$ cat src/rtl/imm_gen_pipe.sv
// Pipelined RV32I/RV64I immediate generator with a valid/ready handshake.
// Two-entry main/skid buffer keeps in_ready off any combinational path from out_ready.
module imm_gen_pipe #(
    parameter int XLEN = 32
) (
    input  logic            clk,
    input  logic            rst,
    input  logic            in_valid,
    output logic            in_ready,
    input  logic [31:0]     In,
    input  logic [2:0]      ImmSrc,
    output logic            out_valid,
    input  logic            out_ready,
    output logic [XLEN-1:0] ImmExt,
    output logic            ImmErr
);

    generate
        if (XLEN != 32 && XLEN != 64) begin : g_bad_xlen
            $error("imm_gen_pipe: XLEN must be 32 or 64");
        end
    endgenerate

    logic [31:0]     raw;
    logic            raw_sx;
    logic            new_err;
    logic [XLEN-1:0] new_imm;

    // Opcode bits never carry immediate data.
    logic unused_opcode;
    assign unused_opcode = ^In[6:0];

    always_comb begin
        raw     = 32'b0;
        raw_sx  = 1'b0;
        new_err = 1'b0;
        case (ImmSrc)
            3'b000: begin raw = {{20{In[31]}}, In[31:20]};                              raw_sx = 1'b1; end
            3'b001: begin raw = {{20{In[31]}}, In[31:25], In[11:7]};                    raw_sx = 1'b1; end
            3'b010: begin raw = {{20{In[31]}}, In[7], In[30:25], In[11:8], 1'b0};       raw_sx = 1'b1; end
            3'b011: begin raw = {In[31:12], 12'b0};                                     raw_sx = 1'b1; end
            3'b100: begin raw = {{12{In[31]}}, In[19:12], In[20], In[30:21], 1'b0};     raw_sx = 1'b1; end
            3'b101: raw = {27'b0, In[19:15]};
            3'b110: raw = (XLEN == 64) ? {26'b0, In[25:20]} : {27'b0, In[24:20]};
            default: new_err = 1'b1;
        endcase
        new_imm = raw_sx ? XLEN'($signed(raw)) : XLEN'(raw);
    end

    logic            main_valid, skid_valid, in_ready_q;
    logic [XLEN-1:0] main_imm, skid_imm;
    logic            main_err, skid_err;
    logic            accept, main_free;

    assign accept    = in_valid && in_ready_q;
    assign main_free = !main_valid || out_ready;

    // in_ready_q always mirrors !skid_valid, kept as its own flop so the port is register-driven.
    always_ff @(posedge clk or posedge rst) begin
        if (rst) begin
            main_valid <= 1'b0;
            main_imm   <= '0;
            main_err   <= 1'b0;
            skid_valid <= 1'b0;
            skid_imm   <= '0;
            skid_err   <= 1'b0;
            in_ready_q <= 1'b1;
        end else if (main_free) begin
            if (skid_valid) begin
                main_valid <= 1'b1;
                main_imm   <= skid_imm;
                main_err   <= skid_err;
                skid_valid <= 1'b0;
                in_ready_q <= 1'b1;
            end else if (accept) begin
                main_valid <= 1'b1;
                main_imm   <= new_imm;
                main_err   <= new_err;
            end else begin
                main_valid <= 1'b0;
            end
        end else if (accept) begin
            skid_valid <= 1'b1;
            skid_imm   <= new_imm;
            skid_err   <= new_err;
            in_ready_q <= 1'b0;
        end
    end

    assign in_ready  = in_ready_q;
    assign out_valid = main_valid;
    assign ImmExt    = main_imm;
    assign ImmErr    = main_err;

endmodule

$ cat config.mk
export PLATFORM = sky130hd
export DESIGN_NAME = imm_gen_pipe
export DESIGN_NICKNAME = d
export VERILOG_FILES = /design/src/rtl/imm_gen_pipe.sv
export SDC_FILE = /design/constraint.sdc
export NUM_CORES = 1
export LEC_CHECK = 0
export CAP_MARGIN = 20
export CELL_PAD_IN_SITES_DETAIL_PLACEMENT = 0
export CELL_PAD_IN_SITES_GLOBAL_PLACEMENT = 2
export CORE_MARGIN = 2
export CORE_UTILIZATION = 33
export DETAILED_ROUTE_END_ITERATION = 16
export GPL_TIMING_DRIVEN = 0
export PLACE_DENSITY = 0.89
export SETUP_SLACK_MARGIN = 0.02
export SLEW_MARGIN = 20
export SYNTH_ARGS = -nofsm -noshare
export SYNTH_HDL_FRONTEND = slang
export SYNTH_SLANG_ARGS = --single-unit
$ cat constraint.sdc
create_clock -name clk -period 4.9 [get_ports clk]
set_input_delay 0.98 -clock clk [delete_from_list [all_inputs] [get_ports clk]]
set_output_delay 0.98 -clock clk [all_outputs]
set_load 0.02 [all_outputs]
; ---- Word level (Yosys, flattened, before mapping)
; Index checks and enable logic that the tools add are counted.
[classes]
reduce_logical = 10
bitwise_logic = 1
n_mux = 13
n_eq_ne = 7
[op_table]
columns = operator, n
row1 = case mux 32 bit (7 select lines), 1
row2 = two-way mux 32 bit, 2
row3 = two-way mux 1 bit, 10
row4 = equality test 3 bit (second input constant), 3
row5 = OR reduction 7 bit, 1
row6 = equality test 3 x 2 -> 1 bit (second input constant), 2
row7 = AND reduction 2 bit, 3
row8 = nonzero test 2 bit, 2
row9 = equality test 3 x 1 -> 1 bit (second input constant), 1
row10 = logical NOT 3 bit, 1
row11 = != test 2 bit (second input constant), 1
row12 = logical AND 1 bit, 1
row13 = logical NOT 1 bit, 1
row14 = logical OR 1 bit, 1
row15 = NOT 1 bit, 1
[word_totals]
ff_bits = 69

; ---- Longest topological paths before layout
; Gate-level depths: netlist of the first run.
[depth]
word_depth = 5
depth_mapped = 7
depth_no_buf = 4

; ---- Worst setup path after synthesis of the first run
; No wires, ideal clock.
[synth_timing]
path_type = input port to flip-flop
start = input ImmSrc[1]
end = register main_imm[18], in the netlist ImmExt[18]
path_buffers = 1
cell_stages = 5
t_required_ps = 4770
path_slack_ps = 2896
arrival_time_ps = 1873
cell_sequence = buf_6 and2_1 mux2_2 a211oi_2 o211ai_2
[synth_via]
elab_chain_len = 4
elab_cells_between_ends = 10
classes_between = eq/ne: 6 / mux: 3 / reduce/logical: 1
[synth_lines]
columns = item, line
row1 = "start, declared", 11  ; input logic [2:0] ImmSrc,
row2 = "equality test 3 bit, or another cell as far along", 37  ; case (ImmSrc)
row3 = case mux 32 bit (7 select lines) (*), 37
row4 = two-way mux 32 bit (*), 75  ; end else if (accept) begin
row5 = two-way mux 32 bit (*), 69  ; if (skid_valid) begin
row6 = "end signal, assigned", 71  ; main_imm <= skid_imm;
row7 = "end signal, assigned", 77  ; main_imm <= new_imm;
row8 = "end, declared", 51  ; logic [XLEN-1:0] main_imm, skid_imm;
; Every way passes the cells marked *; elsewhere a longest branch is shown, timed or not. The select of a mux whose other input is x is not followed.
; A chain may end at the register's enable or synchronous reset.

; ---- Final worst setup path of the first run
[layout_timing]
start = register in_ready_q, in the netlist in_ready
end = output in_ready
[layout_rtl]
columns = item, line
row1 = "start, declared", 50  ; logic main_valid, skid_valid, in_ready_q;
row2 = "start signal, assigned", 67  ; in_ready_q <= 1'b1;
row3 = "start signal, assigned", 74  ; in_ready_q <= 1'b1;
row4 = "start signal, assigned", 86  ; in_ready_q <= 1'b0;
row5 = "end, declared", 9  ; output logic in_ready,
; No word-level cell between the ends.

==> flow_summary.json, run 1 <==
{
  "status": "finished clean",
  "cp_cell_sequence": "clkdlybuf4s50_1",
  "num_vias": 2966,
  "power_density_mw_per_mm2": 269,
  "drc_errors": 0,
  "wl_per_cell_um": 17.1,
  "seq_area_frac_synth_pct": 50.9,
  "ys_seq_elements": 69,
  "cts_sinks": 69,
  "power_switching_share_pct": 23.8,
  "floorplan.initialDensity_pct": 33.5,
  "grt_pass1_wl_um": 16100,
  "async_flop_share_pct": 100,
  "fmax_ghz": 0.394,
  "tightest_slew_ns": 0.580,
  "setup_tns_ns": 0,
  "p_seq_share_pct": 47.2,
  "crit_family": "buffers and inverters",
  "synth_top_area_share_pct": 50.1,
  "yosys_warnings": 0,
  "synth_edf_count": 0,
  "dp_cells": 562,
  "num_rows": 37,
  "whs_ns": 0.484,
  "grt_use_total_pct": 18.8,
  "cp_slowest_stage_delay_ns": 0.62,
  "synth_area_sq_mm": 0.00339,
  "synth-main-ff-cell": "dfrtp_1",
  "drtAntennaViolNets": 0,
  "synth_nets": 398,
  "cts_buffer_depth": 2,
  "drt_iter0_drc": 174,
  "drt-total-wl_um": 9860,
  "dpl_cell_area_sq_mm": 0.00425,
  "first_pass_iters": 4,
  "switchingPower_uw": 286,
  "crit_path_top_delay_cell": "clkdlybuf4s50_1",
  "numCtsBuffers": 9,
  "pwr-share-clk_pct": 43.4,
  "htreeDepth": 3,
  "p_comb_share_pct": 9.4,
  "crit_arrival_ns": 1.56,
  "max_cap_viol_count": 0,
  "syn_inst": 359,
  "max-slew-margin-rel_pct": 61.3,
  "cts_root_buf": "clkbuf_8",
  "leakage_nw": 1.90,
  "drv_slew": 0,
  "dp_slack_ns": 2.05,
  "p_int_uw": 919,
  "setup_viol": 0,
  "worst_ep_required_time_ns": 3.92,
  "rsz0062_at_grt": "false",
  "setup_slack_ns": 2.36,
  "hpwl_um": 7030,
  "final_cells": 578,
  "grt_pass1_vias": 3006,
  "num-fill-cells": 1000,
  "finalCritPeriodShare_pct": 51.8,
  "clock-skew-final_ns": 0.00961,
  "num_antenna_cells": 0,
  "synth.distinct_cells": 42,
  "final_common_cell": "nand2_1",
  "dieWidth_um": 105,
  "stdcell_area_sq_mm": 0.00448,
  "avgSynthCellArea_sq_um": 9.45,
  "ir_drop_uv": 136,
  "mostFrequentLayoutCells": "nand2_1 (70), dfrtp_1 (68), clkdlybuf4s50_1 (66)",
  "hold_viol": 0,
  "path_max_fanout": 5,
  "worst_setup_path_start_kind": "register",
  "cts_hold_buffers": 0,
  "grt_start_max_net_pins": 57,
  "core_sq_mm": 0.0101,
  "crit_type": "register to primary output",
  "place.gp.congestion": 0.879,
  "post-cts-setup-buffer-count": 0,
  "die-area_sq_mm": 0.0111,
  "path_clk_slew_ns": 0.08,
  "drive_gt1_share_pct": 14.0,
  "yosysTopAreaCell": "dfrtp_1",
  "areaGrowthSynthToFinish_pct": 32.0,
  "viasPerCell": 5.13,
  "antenna_found_initial": 0,
  "post_cts_resized": 0,
  "min_path_type": "register to register",
  "clk_latency_ns": 0.35,
  "crit_path_end_kind": "primary output",
  "die_h_um": 105,
  "pin_count": 74,
  "gr-total-overflow": 0,
  "numPortBuffers": 66,
  "nNetsFinal": 476,
  "period_needed_ns": 2.54,
  "cts_tree": "done",
  "crit_buf_inv": 1,
  "synth_area_leaders": "dfrtp_1 (50%), nand2_1 (7.7%), o21ai_0 (4.1%)"
}
-- cell families (layout without fill, tap and decap cells) --
group,Yosys count,in the layout,share of synthesized area [%]
AOI/OAI and AO/OA,115,115,23.8
xor gates and xnor gates,1,1,0.258
buffers and inverters,42,125,6.64
DFF,69,69,50.9
muxes,1,1,0.332
and+or+nand+nor,131,131,18.0
-- cell type report --
type	count	area [sq um]	area share, %
plain buffers	32	188	4.19
clock buffers	10	138	3.07
clock inverters	6	86.3	1.93
inverters	10	40.0	0.894
multi-input cells	248	1440	32.2
flip-flops and latches	69	1730	38.6
well taps	136	170	3.80
repair buffers	67	688	15.4
-- Yosys cell counts, types with 2 or more instances --
cell and n:
inv_2 2, o211ai_1 15, o21ai_1 7, a222oi_1 4
a22o_1 4, nand2b_1 3, nand3_1 27, o21ai_0 28
o311a_1 7, clkbuf_1 10, a21oi_1 25, a31oi_1 7
buf_2 12, nand3b_1 7, buf_6 5, nor2b_1 2
nor2_1 11, nand2_1 70, inv_1 8, o211ai_2 11
buf_4 4, a21oi_2 2, nor2_2 2, dfrtp_1 68
-- power by group through the flow --
stage / logic (mW) / clock network, mW / registers [mW]
after CTS: 0.114 / 0.541 / 0.569
after global placement: 0.109 / 0 / 0.580
after detailed placement: 0.114 / 0 / 0.580
final: 0.113 / 0.522 / 0.569
after floorplan: 0.0593 / 0 / 0.580
after global routing: 0.124 / 0.566 / 0.569
-- state kept, by name, summed over array words and instances (netlist names) --
name	cells
out_valid	1
skid_valid	1
skid_err	1
ImmExt	32
ImmErr	1
skid_imm	32
in_ready	1
-- path summary, 6_finish.rpt --
check | from | end | slack (ns) | cells after the start
max in group asynchronous | rst | in_ready$_DFFE_PP1P_ | 3.44 | 3
max | in_ready$_DFFE_PP1P_ | in_ready | 2.36 | 1
min | skid_imm[20]$_DFFE_PP0P_ | skid_imm[20]$_DFFE_PP0P_ | 0.48 | 2
max reg2reg | out_valid$_DFFE_PP0N_ | skid_imm[15]$_DFFE_PP0P_ | 3.20 | 5
min reg2reg | skid_imm[20]$_DFFE_PP0P_ | skid_imm[20]$_DFFE_PP0P_ | 0.48 | 2
min in group asynchronous | rst | ImmExt[8]$_DFFE_PP0P_ | 0.90 | 2
-- per-layer routing --
layer  part of all wire (%)  vias to the layer above  global-route usage (%)  routed length, um
met1                     45                     1458                    24.7               4450
met4                   0.72                        0                    4.10                 71
met3                    4.9                        6                    5.32                485
met2                     49                       71                    30.7               4850
li1                       -                     1431                       -                  -
met5                      0                        -                       0                  0
-- per-stage QoR --
step | total power, mW | util, %
2_1_floorplan | 0.640 | -
3_5_place_dp | 0.694 | 42.0
3_3_place_gp | 0.690 | 41.7
6_report | 1.20 | 44.2
4_1_cts | 1.22 | 44.2
5_1_grt | 1.26 | 44.2
-- worst min-delay path: stages (launching register included) --
cell and delay, ns:
dfrtp_1 0.34, nand2_1 0.04, o21ai_0 0.06
Power figures use the tool's default switching activity.
==> inputs of run 2 (changes only) <==
--- a/config.mk
+++ b/config.mk
@@ -9,10 +9,10 @@
 export CELL_PAD_IN_SITES_DETAIL_PLACEMENT = 0
 export CELL_PAD_IN_SITES_GLOBAL_PLACEMENT = 2
 export CORE_MARGIN = 2
-export CORE_UTILIZATION = 33
+export CORE_UTILIZATION = 28
 export DETAILED_ROUTE_END_ITERATION = 16
 export GPL_TIMING_DRIVEN = 0
-export PLACE_DENSITY = 0.89
+export PLACE_DENSITY = 0.81
 export SETUP_SLACK_MARGIN = 0.02
 export SLEW_MARGIN = 20
 export SYNTH_ARGS = -nofsm -noshare
==> constraint.sdc (replaced) <==
create_clock -name clk -period 2.18 [get_ports clk]
set_input_delay 0.436 -clock clk [delete_from_list [all_inputs] [get_ports clk]]
set_output_delay 0.436 -clock clk [all_outputs]
set_load 0.02 [all_outputs]
==> flow_summary.json, run 2 (synthesis results as in run 1) <==
{
  "status": "finished clean",
  "grt_pass1_vias": 3111,
  "power_density_mw_per_mm2": 637,
  "cts_sinks": 69,
  "rsz0062_at_grt": "false",
  "routed.top_layer": "met4",
  "num_rows": 40,
  "ir_drop_uv": 366,
  "drive_gt1_share_pct": 13.8,
  "gr-total-overflow": 0,
  "dieWidth_um": 114,
  "dp_slack_ns": -0.155,
  "crit_arrival_ns": 1.51,
  "setup_slack_ns": 0.230,
  "setup_viol": 0,
  "die-area_sq_mm": 0.0130,
  "mostFrequentLayoutCells": "nand2_1 (70), dfrtp_1 (68), clkdlybuf4s50_1 (66)",
  "finalCritPeriodShare_pct": 89.5,
  "drc_errors": 0,
  "cts_tree": "done",
  "leakage_nw": 1.92,
  "htreeDepth": 3,
  "crit_path_top_delay_cell": "clkdlybuf4s50_1",
  "setup_tns_ns": 0,
  "clock-skew-final_ns": 0.00272,
  "hold_viol": 0,
  "crit_type": "register to primary output",
  "areaGrowthSynthToFinish_pct": 34.7,
  "wl_met3_um": 482,
  "drv_slew": 0,
  "cts_root_buf": "clkbuf_16",
  "pin_count": 74,
  "die_h_um": 114,
  "cts_hold_buffers": 0,
  "crit_family": "buffers and inverters",
  "whs_ns": 0.478,
  "fmax_ghz": 0.513,
  "worst_ep_required_time_ns": 1.74,
  "num_antenna_cells": 0,
  "drt_iter0_drc": 193,
  "max_cap_viol_count": 0,
  "path_max_fanout": 5,
  "viasPerCell": 5.00,
  "max-slew-margin-rel_pct": 56.7,
  "path_clk_slew_ns": 0.05,
  "wl_per_cell_um": 17.1,
  "hpwl_um": 7400,
  "cp_slowest_stage_delay_ns": 0.61,
  "place.gp.congestion": 0.867,
  "post-cts-setup-buffer-count": 0,
  "min_path_type": "register to register",
  "multiInputGateArea_sq_mm": 0.00144,
  "num_vias": 2949,
  "cts_buffer_depth": 2,
  "first_pass_iters": 4,
  "numPortBuffers": 66,
  "grt_start_max_net_pins": 25,
  "grt_pass1_wl_um": 16300,
  "grt_use_total_pct": 16.3,
  "met2WireLength_um": 4770,
  "numCtsBuffers": 9,
  "drt-total-wl_um": 10100,
  "nNetsFinal": 477,
  "num-fill-cells": 1214,
  "clk_latency_ns": 0.33,
  "core_sq_mm": 0.0119,
  "regArea_sq_mm": 0.00173,
  "antenna_found_initial": 0,
  "final_common_cell": "nand2_1",
  "crit_buf_inv": 1,
  "tightest_slew_ns": 0.649,
  "period_needed_ns": 1.95,
  "drtAntennaViolNets": 0,
  "worst_setup_path_start_kind": "register",
  "crit_path_end_kind": "primary output",
  "floorplan.initialDensity_pct": 28.5,
  "wl_met1_um": 4750,
  "post_cts_resized": 0,
  "cp_cell_sequence": "clkdlybuf4s50_1"
}
run 2: changes by cell type in the layout (fill, tap and decap cells not counted):
cell,change
clkbuf_16,+9
bufinv_16,-2
buf_12,+1
inv_4,-1
clkinvlp_4,+2
clkbuf_8,-8
clkinv_4,-1
clkinv_2,-1
clkbuf_1,+2
run 2: per-stage QoR:
stage	instances	instance area (sq um)	util, %	power [mW]
after CTS	590	4570	38.4	2.94
final	590	4570	38.4	2.91
after floorplan	359	3400	-	1.44
after global routing	590	4570	38.4	3.01
after detailed placement	574	4290	36.0	1.57
after global placement	572	4240	35.6	1.55
run 2: routing by layer:
metal  up-vias  GRT usage [%]
met5         -              0
met1      1430           22.2
li1       1435              -
met3        10           3.81
met4         0           3.90
met2        74           26.4
run 2: final cells by class:
| class | count | share of cell area, % |
|---|---|---|
| Tap cell | 147 | 4.03 |
| Timing Repair Buffer | 68 | 15.5 |
| Inverter | 10 | 0.904 |
| Clock buffer | 13 | 5.70 |
| Multi-Input combinational cell | 248 | 31.5 |
| Sequential cell | 69 | 37.8 |
| Buffer | 32 | 4.11 |
| Clock inverter | 3 | 0.438 |
run 2: path summary, 6_finish.rpt:
path	slack, ns	depth (start not counted)	endpoint	from
min reg2reg	0.48	2	skid_imm[30]$_DFFE_PP0P_	skid_imm[30]$_DFFE_PP0P_
min	0.48	2	skid_imm[30]$_DFFE_PP0P_	skid_imm[30]$_DFFE_PP0P_
max	0.23	1	in_ready	in_ready$_DFFE_PP1P_
min in group asynchronous	0.50	2	ImmExt[9]$_DFFE_PP0P_	rst
max reg2reg	0.51	5	skid_imm[12]$_DFFE_PP0P_	out_valid$_DFFE_PP0N_
max in group asynchronous	0.99	4	ImmExt[14]$_DFFE_PP0P_	rst
run 2: power by group:
group	switching, mW	internal [mW]
combinational	0.143	0.116
clock	0.537	0.831
sequential	0	1.28
==> inputs of run 3 (changes only) <==
--- a/config.mk
+++ b/config.mk
@@ -6,13 +6,12 @@
 export NUM_CORES = 1
 export LEC_CHECK = 0
 export CAP_MARGIN = 20
-export CELL_PAD_IN_SITES_DETAIL_PLACEMENT = 0
-export CELL_PAD_IN_SITES_GLOBAL_PLACEMENT = 2
+export CORE_ASPECT_RATIO = 1.75
 export CORE_MARGIN = 2
-export CORE_UTILIZATION = 28
+export CORE_UTILIZATION = 36
 export DETAILED_ROUTE_END_ITERATION = 16
 export GPL_TIMING_DRIVEN = 0
-export PLACE_DENSITY = 0.81
+export PLACE_DENSITY = 0.67
 export SETUP_SLACK_MARGIN = 0.02
 export SLEW_MARGIN = 20
 export SYNTH_ARGS = -nofsm -noshare
==> flow_summary.json, run 3 (synthesis results as in run 1) <==
{
  "status": "finished clean",
  "antenna_found_initial": 0,
  "cts_buffer_depth": 2,
  "wl_per_cell_um": 17.0,
  "crit_type": "input port to register",
  "min_path_type": "input port to async pin",
  "nNetsFinal": 477,
  "worst_ep_required_time_ns": 2.37,
  "drv_slew": 0,
  "max_cap_viol_count": 0,
  "tightest_slew_ns": 0.613,
  "cts_tree": "done",
  "clock-skew-final_ns": 0.00525,
  "hold_viol": 0,
  "path_max_fanout": 10,
  "post-cts-setup-buffer-count": 0,
  "die-area_sq_mm": 0.0102,
  "finalCritPeriodShare_pct": 92.6,
  "first_pass_iters": 5,
  "path_clk_slew_ns": 0.06,
  "crit_arrival_ns": 2.21,
  "setup_tns_ns": 0,
  "mostFrequentLayoutCells": "nand2_1 (70), dfrtp_1 (68), clkdlybuf4s50_1 (66)",
  "clk_latency_ns": 0.34,
  "final_common_cell": "nand2_1",
  "numCtsBuffers": 9,
  "power_mw": 3.46,
  "period_needed_ns": 2.02,
  "grt_start_max_net_pins": 32,
  "die_h_um": 132,
  "gr-total-overflow": 0,
  "rsz0062_at_grt": "false",
  "drt-total-wl_um": 9560,
  "num-fill-cells": 872,
  "r2r_slack_ns": 0.50,
  "numPortBuffers": 66,
  "drc_errors": 0,
  "num_vias": 3028,
  "ir_drop_uv": 463,
  "max-slew-margin-rel_pct": 59.2,
  "cts_root_buf": "clkbuf_16",
  "grt_use_total_pct": 19.5,
  "grt_pass1_wl_um": 15500,
  "core_sq_mm": 0.00909,
  "cts_sinks": 69,
  "setup_viol": 0,
  "htreeDepth": 3,
  "leakage_nw": 1.98,
  "num_antenna_cells": 0,
  "areaGrowthSynthToFinish_pct": 37.1,
  "power_density_mw_per_mm2": 745,
  "viasPerCell": 5.38,
  "final_core_util_pct": 51.2,
  "cts_hold_buffers": 0,
  "drive_gt1_share_pct": 14.2,
  "pin_count": 74,
  "floorplan.initialDensity_pct": 37.3,
  "fmax_ghz": 0.496,
  "crit_path_end_kind": "register",
  "post_cts_resized": 0,
  "worst_setup_path_start_kind": "input port",
  "drtAntennaViolNets": 0,
  "dieWidth_um": 77.4,
  "place.gp.congestion": 0.863,
  "num_rows": 46,
  "grt_pass1_vias": 3076,
  "hpwl_um": 7160,
  "drt_iter0_drc": 144
}
[run 3: cell types whose count changed in the layout (fill, tap and decap cells not counted), sizes merged]
| cell | before | now |
|---|---|---|
| clkinv | 1 | 0 |
| bufinv | 0 | 5 |
| clkbuf | 23 | 20 |
| clkinvlp | 3 | 2 |
[run 3: path summary, 6_finish.rpt]
path | start | end | cells past startpoint
min in group clk | skid_imm[27]$_DFFE_PP0P_ | skid_imm[27]$_DFFE_PP0P_ | 2
min | rst | skid_imm[25]$_DFFE_PP0P_ | 2
max in group asynchronous | rst | in_ready$_DFFE_PP1P_ | 4
max | ImmSrc[0] | skid_imm[2]$_DFFE_PP0P_ | 6
max reg2reg | in_ready$_DFFE_PP1P_ | ImmExt[22]$_DFFE_PP0P_ | 5
min reg2reg | skid_imm[27]$_DFFE_PP0P_ | skid_imm[27]$_DFFE_PP0P_ | 2
[run 3: per-stage QoR]
stage	cells	hold WS, ns	worst slack, ns	instance area, sq um
after floorplan	359	0.449	0.660	3400
after global placement	545	0.463	-0.175	4210
after detailed placement	547	0.471	-0.186	4260
after CTS	563	0.480	0.151	4650
after global routing	563	0.496	0.0720	4650
final	563	0.473	0.162	4650
[run 3: worst max-delay path, stage by stage]
cell,delay [ns]
clkdlybuf4s50_1,0.61
buf_6,0.19
xnor2_1,0.12
nor2_1,0.09
a222oi_1,0.60
o21ai_0,0.16
[run 3: per-layer routing]
metal	part of all wire [%]	GRT usage [%]
met1	40	22.2
met2	52	33.4
met3	4.5	4.50
met4	3.8	10.8
met5	0	0
[run 3: layout make-up]
| type | instances | area, sq um | area share, % |
|---|---|---|---|
| clock buffer | 10 | 239 | 5.14 |
| tap | 120 | 150 | 3.23 |
| multi-input combinational | 248 | 1440 | 31.0 |
| inverter | 10 | 41.3 | 0.888 |
| clock inverter | 6 | 158 | 3.39 |
| sequential | 69 | 1730 | 37.1 |
| buffer | 32 | 188 | 4.03 |
| timing repair buffer | 68 | 708 | 15.2 |
[run 3: power breakdown]
group          total [mW]  switching (mW)  leakage, nW  internal (mW)
sequential           1.28               0        0.961           1.28
clock                1.92           0.545        0.189           1.38
combinational       0.258           0.142        0.828          0.116
